<file path="config.mk">
export PLATFORM = sky130hd
export DESIGN_NAME = bk_pulse_gen_nch
export DESIGN_NICKNAME = d
export VERILOG_FILES = /design/src/rtl/bk_pkg.sv /design/src/rtl/bk_ch_window.sv /design/src/rtl/bk_pulse_gen_nch.sv
export SDC_FILE = /design/constraint.sdc
export NUM_CORES = 1
export LEC_CHECK = 0
export ABC_AREA = 0
export CORE_MARGIN = 5
export CORE_UTILIZATION = 56
export CTS_CLUSTER_SIZE = 24
export DETAILED_ROUTE_END_ITERATION = 10
export PLACE_DENSITY_LB_ADDON = 0.05
export SLEW_MARGIN = 20
export SYNTH_ARGS = -nofsm -noshare
export SYNTH_HDL_FRONTEND = slang
export SYNTH_SLANG_ARGS = --single-unit
export TNS_END_PERCENT = 5
</file>
<file path="constraint.sdc">
create_clock -name i_clk_25m -period 3.85 [get_ports i_clk_25m]
set_input_delay 0.77 -clock i_clk_25m [delete_from_list [all_inputs] [get_ports i_clk_25m]]
set_output_delay 0.77 -clock i_clk_25m [all_outputs]
set_load 0.02 [all_outputs]
</file>
<file path="src/rtl/bk_pkg.sv">
// Shared types and constants for the breakdown-test pulse generator.
// Defaults assume the 25 MHz system clock.
package bk_pkg;

   typedef enum logic [1:0] {
      ST_IDLE = 2'd0,
      ST_RUN  = 2'd1,
      ST_DONE = 2'd2
   } bk_state_e;

   localparam logic MODE_CONT  = 1'b0;
   localparam logic MODE_BURST = 1'b1;

   // 876 clocks high (~35 us) every 500001 clocks (~20 ms)
   localparam int unsigned C_BK_HIGH_DEF   = 876;
   localparam int unsigned C_BK_PERIOD_DEF = 500001;

endpackage

</file>
<file path="src/rtl/bk_ch_window.sv">
// Per-channel pulse window: high while offset <= cnt < offset + high.
// The sum is one bit wider, so a large offset+high cannot alias to a small value.
module bk_ch_window
   import bk_pkg::*;
#(
   parameter int CNT_W = 19
) (
   input  logic [CNT_W-1:0] cnt,
   input  logic [CNT_W-1:0] offset,
   input  logic [CNT_W-1:0] high,
   output logic             win
);

   logic [CNT_W:0] win_end;

   assign win_end = {1'b0, offset} + {1'b0, high};
   assign win     = (cnt >= offset) && ({1'b0, cnt} < win_end);

endmodule

</file>
<file path="src/rtl/bk_pulse_gen_nch.sv">
// Multi-channel breakdown-test pulse generator: staggered per-channel pulses,
// continuous or counted-burst mode, live channel mask, start/stop control.
module bk_pulse_gen_nch
   import bk_pkg::*;
#(
   parameter int CH_NUM  = 6,
   parameter int CNT_W   = 19,
   parameter int BURST_W = 8,
   parameter int STAGGER = 0
) (
   input  logic               i_clk_25m,
   input  logic               i_rst_n,
   input  logic               i_start,
   input  logic               i_stop,
   input  logic               i_mode,
   input  logic [BURST_W-1:0] i_burst_num,
   input  logic [CNT_W-1:0]   i_high_cyc,
   input  logic [CNT_W-1:0]   i_period_cyc,
   input  logic [CH_NUM-1:0]  i_ch_en,
   output logic [CH_NUM-1:0]  o_bk_pulse,
   output logic               o_busy,
   output logic               o_done,
   output logic               o_cfg_err,
   output bk_state_e          o_fsm_state
);

   // Start/stop handshake: i_start is a level request sampled only in IDLE; it is
   // accepted (IDLE->RUN, config latched) when i_stop=0 and the config is valid,
   // otherwise answered by a one-cycle o_cfg_err. i_stop always wins and needs
   // no acknowledge: it forces IDLE on the next edge. o_busy mirrors RUN.
   localparam int unsigned OFS_SPAN = (CH_NUM - 1) * STAGGER;

   bk_state_e            state_q, state_d;
   logic [CNT_W-1:0]     cnt_q;
   logic [BURST_W-1:0]   pcnt_q;
   logic                 mode_q;
   logic [BURST_W-1:0]   burst_q;
   logic [CNT_W-1:0]     high_q;
   logic [CNT_W-1:0]     period_q;
   logic                 err_q;
   logic [CH_NUM-1:0]    pulse_q;
   logic [CH_NUM-1:0]    win;

   logic [CNT_W:0]       need_len;
   logic                 cfg_ok;
   logic                 start_req;
   logic                 start_go;
   logic                 start_bad;
   logic                 wrap;
   logic                 last_period;
   logic                 run_hold;

   // Last channel's window must end inside the period so no window wraps.
   assign need_len    = (CNT_W+1)'(OFS_SPAN) + {1'b0, i_high_cyc};
   assign cfg_ok      = (i_high_cyc != '0)
                     && (need_len <= {1'b0, i_period_cyc})
                     && (i_period_cyc >= CNT_W'(2))
                     && ((i_mode == MODE_CONT) || (i_burst_num != '0));

   assign start_req   = (state_q == ST_IDLE) && i_start && !i_stop;
   assign start_go    = start_req && cfg_ok;
   assign start_bad   = start_req && !cfg_ok;

   assign wrap        = (cnt_q == (period_q - CNT_W'(1)));
   assign last_period = (mode_q == MODE_BURST) && ((pcnt_q + BURST_W'(1)) == burst_q);

   always_comb begin
      state_d = state_q;
      case (state_q)
         ST_IDLE: if (start_go) state_d = ST_RUN;
         ST_RUN: begin
            if (i_stop)                    state_d = ST_IDLE;
            else if (wrap && last_period)  state_d = ST_DONE;
         end
         ST_DONE: state_d = ST_IDLE;
         default: state_d = ST_IDLE;
      endcase
   end

   always_ff @(posedge i_clk_25m or negedge i_rst_n) begin
      if (!i_rst_n) state_q <= ST_IDLE;
      else          state_q <= state_d;
   end

   // Outputs only drive while RUN continues past this edge, so stop/DONE edges are low.
   assign run_hold = (state_q == ST_RUN) && (state_d == ST_RUN);

   for (genvar k = 0; k < CH_NUM; k++) begin : g_ch
      bk_ch_window #(.CNT_W(CNT_W)) u_win (
         .cnt    (cnt_q),
         .offset (CNT_W'(k * STAGGER)),
         .high   (high_q),
         .win    (win[k])
      );
   end

   always_ff @(posedge i_clk_25m or negedge i_rst_n) begin
      if (!i_rst_n) begin
         cnt_q    <= '0;
         pcnt_q   <= '0;
         mode_q   <= MODE_CONT;
         burst_q  <= '0;
         high_q   <= '0;
         period_q <= '0;
         err_q    <= 1'b0;
         pulse_q  <= '0;
      end else begin
         err_q <= start_bad;
         if (start_go) begin
            mode_q   <= i_mode;
            burst_q  <= i_burst_num;
            high_q   <= i_high_cyc;
            period_q <= i_period_cyc;
            cnt_q    <= '0;
            pcnt_q   <= '0;
         end else if (run_hold) begin
            if (wrap) begin
               cnt_q  <= '0;
               pcnt_q <= pcnt_q + BURST_W'(1);
            end else begin
               cnt_q  <= cnt_q + CNT_W'(1);
            end
         end else begin
            cnt_q  <= '0;
            pcnt_q <= '0;
         end
         pulse_q <= run_hold ? (win & i_ch_en) : '0;
      end
   end

   assign o_bk_pulse  = pulse_q;
   assign o_busy      = (state_q == ST_RUN);
   assign o_done      = (state_q == ST_DONE);
   assign o_cfg_err   = err_q;
   assign o_fsm_state = state_q;

endmodule

</file>
# Word level (Yosys, flattened, before mapping)

Cells that the tools add are included.

Register bits after elaboration: 83
Input bits: 57
Output and inout bits: 11
Word-level logic and storage cells: 52

$add $sub $neg: 3
Order comparisons: 4
Eq/ne operators: 6
Mux-type cells: 11
Bitwise logic cells: 2
Reduce and logical (&&, ||, !) cells: 17

Operators by type and width:

| operator                                                               | number |
|---|---|
| 19-bit two-way mux                                                     | 3 |
| 8-bit two-way mux                                                      | 3 |
| 19-bit by 1-bit adder with 19-bit output, second input constant        | 1 |
| 19-bit == test                                                         | 1 |
| 19-bit by 1-bit >= comparator with 1-bit output, second input constant | 1 |
| 19-bit by 2-bit >= comparator with 1-bit output, second input constant | 1 |
| 19-bit <= comparator                                                   | 1 |
| 19-bit less-than comparator                                            | 1 |
| 19-bit nonzero test                                                    | 1 |
| 19-bit by 1-bit subtractor with 19-bit output, second input constant   | 1 |
| 1-bit logical AND                                                      | 11 |
| 8-bit by 1-bit adder with 8-bit output, second input constant          | 1 |
| 8-bit == test                                                          | 1 |
| 8-bit nonzero test                                                     | 1 |
| 6-bit bitwise AND                                                      | 1 |
| 2-bit two-way mux                                                      | 3 |
| 6-bit two-way mux                                                      | 1 |
| 2-bit by 1-bit == test with 1-bit output, second input constant        | 2 |
| 2-bit one-hot mux with 2 select lines                                  | 1 |
| 3-bit != test, second input constant                                   | 1 |
| 2-bit == test, second input constant                                   | 1 |
| 1-bit zero test                                                        | 2 |
| 2-bit zero test                                                        | 1 |
| 1-bit logical OR                                                       | 1 |
| 1-bit inverter                                                         | 1 |

# Logic depth before layout (Yosys ltp)

Depth in word-level cells: 11
Depth in mapped cells: 11
Gate-level depth less buffers: 9

# Hierarchy

From an unflattened synthesis, not the netlist that was laid out.

Cells, all modules: 1,928
Area, all modules: 16,233.1 um^2

Modules (own cells, without submodules):

| module                           | times used | cells an instance | area an instance (um^2) | seq. area each (um^2) |
|---|---|---|---|---|
| bk_ch_window (g_ch[1].u_win ...) | 3          | 224               | 1,830.5                 | 0.0 |
| bk_pulse_gen_nch                 | 1          | 476               | 4,923.5                 | 2,077.0 |
| bk_ch_window (g_ch[0].u_win ...) | 2          | 261               | 1,960.6                 | 0.0 |
| bk_ch_window (g_ch[3].u_win)     | 1          | 258               | 1,896.8                 | 0.0 |

# Least setup slack after synthesis

No wires, ideal clock.

Path kind: flip-flop to flip-flop
From: register period_q[5]
To: register cnt_q[9]
Library setup time: 0.119 ns
Arrival time: 2.909 ns
Required time: 3.731 ns
Setup slack: 0.823 ns
Stages on the path, launching flop included: 11
Path buffers: 3
Clock period less this slack: 3.027 ns
Cell sequence: dfrtp_1 -> clkbuf_1 -> or4_4 -> or4b_4 -> or4_1 -> o211ai_2 -> nand4_2 -> buf_6 -> o21ai_4 -> buf_4 -> nor2_1

Longest elaborated chain between the ends: 10
Elaborated cells between the ends (all ways): 11
Classes of those cells: 1 x add/sub; 2 x eq/ne; 6 x mux; 2 x reduce/logical

Ends and longest elaborated chain:

| what                                            | RTL line                | RTL |
|---|---|---|
| start, declared                                 | bk_pulse_gen_nch.sv:39  | `logic [CNT_W-1:0] period_q;` |
| start signal, assigned                          | bk_pulse_gen_nch.sv:113 | `period_q <= i_period_cyc;` |
| 19-bit by 1-bit subtractor with 19-bit output * | bk_pulse_gen_nch.sv:64  | `assign wrap = (cnt_q == (period_q - CNT_W'(1)));` |
| 19-bit == test *                                | bk_pulse_gen_nch.sv:64  |  |
| 1-bit logical AND                               | bk_pulse_gen_nch.sv:73  | `else if (wrap && last_period) state_d = ST_DONE;` |
| 2-bit two-way mux                               | bk_pulse_gen_nch.sv:73  |  |
| 2-bit two-way mux                               | bk_pulse_gen_nch.sv:72  | `if (i_stop) state_d = ST_IDLE;` |
| 2-bit one-hot mux with 2 select lines           | bk_pulse_gen_nch.sv:69  | `case (state_q)` |
| 2-bit by 1-bit == test with 1-bit output        | bk_pulse_gen_nch.sv:86  | `assign run_hold = (state_q == ST_RUN) && (state_d == ST_RUN);` |
| 1-bit logical AND                               | bk_pulse_gen_nch.sv:86  |  |
| 19-bit two-way mux *                            | bk_pulse_gen_nch.sv:116 | `end else if (run_hold) begin` |
| 19-bit two-way mux *                            | bk_pulse_gen_nch.sv:109 | `if (start_go) begin` |
| end signal, assigned                            | bk_pulse_gen_nch.sv:121 | `cnt_q <= cnt_q + CNT_W'(1);` |
| end, declared                                   | bk_pulse_gen_nch.sv:34  | `logic [CNT_W-1:0] cnt_q;` |

Every way passes the cells marked *; elsewhere a longest branch is shown, timed or not.
A chain may end at the register's enable or synchronous reset.

# Worst setup path after layout

From: register period_q[0]
To: register pcnt_q[0]

Longest elaborated chain between the ends: 10
Elaborated cells between the ends (all ways): 11
Classes of those cells: 1 x add/sub; 3 x eq/ne; 5 x mux; 2 x reduce/logical

Ends and longest elaborated chain:

| what                                            | RTL line                | RTL |
|---|---|---|
| 19-bit by 1-bit subtractor with 19-bit output * | bk_pulse_gen_nch.sv:64  |  |
| 19-bit == test *                                | bk_pulse_gen_nch.sv:64  |  |
| 1-bit logical AND                               | bk_pulse_gen_nch.sv:73  |  |
| 2-bit two-way mux                               | bk_pulse_gen_nch.sv:73  |  |
| 2-bit two-way mux                               | bk_pulse_gen_nch.sv:72  |  |
| 2-bit one-hot mux with 2 select lines           | bk_pulse_gen_nch.sv:69  |  |
| 2-bit by 1-bit == test with 1-bit output        | bk_pulse_gen_nch.sv:86  |  |
| 1-bit logical AND                               | bk_pulse_gen_nch.sv:86  |  |
| 8-bit two-way mux                               | bk_pulse_gen_nch.sv:116 |  |
| 8-bit two-way mux                               | bk_pulse_gen_nch.sv:109 |  |
| end signal, assigned                            | bk_pulse_gen_nch.sv:119 | `pcnt_q <= pcnt_q + BURST_W'(1);` |
| end, declared                                   | bk_pulse_gen_nch.sv:35  | `logic [BURST_W-1:0] pcnt_q;` |

Marks and branches as above.

==> flow_summary_export.csv <==
group,metric,value,unit
timing,setup-tns-final,0,ns
synth,yosys_warnings,0,
timing,fin_skew,0.02078,ns
global_route,overflow,0,
floorplanning,io_pins,68,
placed_design,port_buffers,67,
timing,hold_viol_final,0,
placed_design,dpl_cell_area,6216,um2
clock_tree,post_cts_buffers,0,
clock_tree,ctsResizeCount,0,
clock_tree,hold_buffers,0,
timing,timing.final.crit_share,89.04,%
cells_and_area,final_cell_area,6422,um2
clock_tree,ctsRootBufferMaster,"clkbuf_8",
critical_path,cp-end-kind,"flip-flop",
global_route,grt_pass1_wl,22.51,mm
drt,wl_per_cell,18.34,um
power_and_ir_drop,p_per_area,407.6,nW/um2
drt,routed_wl,13.73,mm
placed_design,pre_cts_ws,0.2957,ns
clock_tree,clockBufferDepth,2,
timing,setup_viol,0,
critical_path,crit_path_max_fanout,12,
critical_path,start_kind,"flip-flop",
cells_and_area,final_util,68.85,%
synth,synth_cell_types,57,
timing,layout_setup_ws,0.4221,ns
floorplanning,fp-row-count,35,
drt,drt_iter0_markers,233,
floorplanning,fp.dieW,108.1,um
placed_design,gp_congestion,0.8605,
critical_path,cp.required,4.14,ns
synth,ys_seq_area_share,38.52,%
cells_and_area,syn_to_final_growth,19.12,%
timing,holdWs,0.4267,ns
power_and_ir_drop,p_leak,2.861,nW
clock_tree,insertion_delay,0.36,ns
cells_and_area,fin_nets,712,
global_route,grt_pass1_vias,4313,
synth,avgSynthCellArea,9.856,um2
drt,via_per_inst,5.923,
floorplanning,die_area,11690,um2
clock_tree,cts_sinks,83,
synth,synth.area.top_cells,"dfrtp_1 39%, mux2_2 10%, ha_1 9.3%, xor2_1 3.9%, xnor2_1 3.6%",
global_route,grtUsageTotal,24.69,%
cells_and_area,drive_above_1_share,13.39,%
critical_path,crit_chain,"or4_1 > or4b_4 > or4_1 > o211ai_2 > nand4_2 > or4b_1 > a21oi_1",
synth,synth-edff-count,0,
global_route,antenna_found_initial,0,
clock_tree,htree_levels,3,
placed_design,dp_hpwl,10.49,mm
synth,ys.flop_type,"dfrtp_1",
power_and_ir_drop,ir_drop,252.0,uV
clock_tree,cts_tree,"done",
power_and_ir_drop,power.total,2.618,mW
drt,met1_length,6.328,mm
min_path,hold_class,"in -> async",
timing,rsz0062_at_grt,"false",
global_route,grt_max_degree,84,
critical_path,arrival,3.72,ns
floorplanning,initial_core_util,57.80,%
flow_run,drv_cap,0,
timing,maxSlewHeadroom,35.27,%
synth,yosysTopAreaCell,"dfrtp_1",
synth,ys_seq_elements,83,
drt,ant_nets,0,
synth,synth_top_area_share,38.52,%
critical_path,cpMostUsedCell,"or4_1",
outcome,outcome,"finished, final reports clean",
drt,drc,0,
cells_and_area,fin_cells,749,
timing,worstMarginPinSlew,0.9464,ns
clock_tree,cts_buffers,9,
placed_design,post-place-cells,733,
synth,mappedNetlistArea,5391,um2
critical_path,slowest_stage,"or4_1",
critical_path,max_stage_delay,0.61,ns
synth,syn_nets,644,
cells_and_area,diodes,0,
drt,dr_wl_met3,831,um
floorplanning,coreArea,9328,um2
synth,synth_cells,547,
drt,vias,4436,
clock_tree,clkTransAtPathRegs,0.10,ns
timing,fmax,291.7,MHz
critical_path,worst-setup-path-type,"reg -> reg",
drt,drtPass1Iterations,5,
timing,slew_viol_final,0,
drt,wl_met2,6.393,mm
drt,highest_layer,"met4",
timing,fin_crit,3.428,ns
floorplanning,fp.dieH,108.1,um
synth,synthArstFlopShare,100.0,%
## cell type report
cell class | count | area, um2
clock inverters | 7 | 73.82
fillers | 784 | 2905
multi-input cells | 395 | 3047
repair buffers | 76 | 752.0
inverters | 50 | 187.7
clock buffers | 9 | 123.9
flip-flops and latches | 83 | 2077
well taps | 129 | 161.4
## synth_stat cells (14+ instances only)
master   number
nand3_1      15
nand4_1      15
nor2b_1      14
inv_1        50
nor2_1       42
o21ai_0      14
xnor2_1      22
a21oi_1      24
nand2_1      19
dfrtp_1      83
nor4_1       14
xor2_1       24
ha_1         40
mux2_2       49
## power breakdown
| group | switching [mW] | leakage [nW] | internal, mW | total (mW) |
|---|---|---|---|---|
| Sequential | 0.163 | 1.05 | 1.03 | 1.20 |
| Combinational | 0.359 | 1.71 | 0.402 | 0.761 |
| Clock | 0.354 | 0.100 | 0.305 | 0.659 |
## sequential cells by signal, indices dropped and copies added, names as in the netlist
| name | count |
|---|---|
| burst_q | 8 |
| o_cfg_err | 1 |
| mode_q | 1 |
| pcnt_q | 8 |
| o_fsm_state | 2 |
| cnt_q | 19 |
| period_q | 19 |
| high_q | 19 |
| o_bk_pulse | 6 |
## worst paths after layout
kind / from / end / slack, ns / depth (start not counted)
worst max-delay path: period_q[0]$_DFFE_PN0N_ / pcnt_q[0]$_DFFE_PN0P_ / 0.42 / 7
min in group i_clk_25m: high_q[14]$_DFFE_PN0N_ / high_q[14]$_DFFE_PN0N_ / 0.51 / 1
worst min-delay path: i_rst_n / high_q[9]$_DFFE_PN0N_ / 0.43 / 1
worst min register to register: high_q[14]$_DFFE_PN0N_ / high_q[14]$_DFFE_PN0N_ / 0.51 / 1
max in group asynchronous: i_rst_n / high_q[17]$_DFFE_PN0N_ / 2.85 / 1
worst max register to register: period_q[0]$_DFFE_PN0N_ / pcnt_q[0]$_DFFE_PN0P_ / 0.42 / 7
## per-layer routing
layer	up-vias	track usage (%)
met5	-	0
met4	0	6.402
met3	13	3.164
met2	131	38.90
met1	2199	36.08
li1	2093	-
## critical path, delay by kind of cell (launching register included)
kind | cells | cell delay [ns]
DFF | 1 | 0.44
and+or+nand+nor | 5 | 2.66
AOI/OAI and AO/OA | 2 | 0.27
## placed cells by master (no fill, tap or decap), types with 14 or more instances in the layout
| cell type | netlist | routed |
|---|---|---|
| ha_1 | 40 | 40 |
| nor2b_1 | 14 | 14 |
| o21ai_0 | 14 | 14 |
| xnor2_1 | 22 | 22 |
| nand3_1 | 15 | 15 |
| nand4_1 | 15 | 15 |
| clkdlybuf4s50_1 | 0 | 66 |
| nor4_1 | 14 | 14 |
| a21oi_1 | 24 | 24 |
| xor2_1 | 24 | 24 |
| dfrtp_1 | 83 | 83 |
| inv_1 | 50 | 50 |
| mux2_2 | 49 | 49 |
| nor2_1 | 42 | 42 |
| nand2_1 | 19 | 19 |
## cell families after synthesis
kind of cell | after synthesis | share of synthesized area (%)
simple gates | 178 | 18.98
flops | 83 | 38.52
xor+xnor | 46 | 7.473
buf+inv | 69 | 5.059
compound gates | 79 | 9.887
fa+ha+maj | 40 | 9.283
mux | 52 | 10.79
Power figures use the tool's default switching activity.
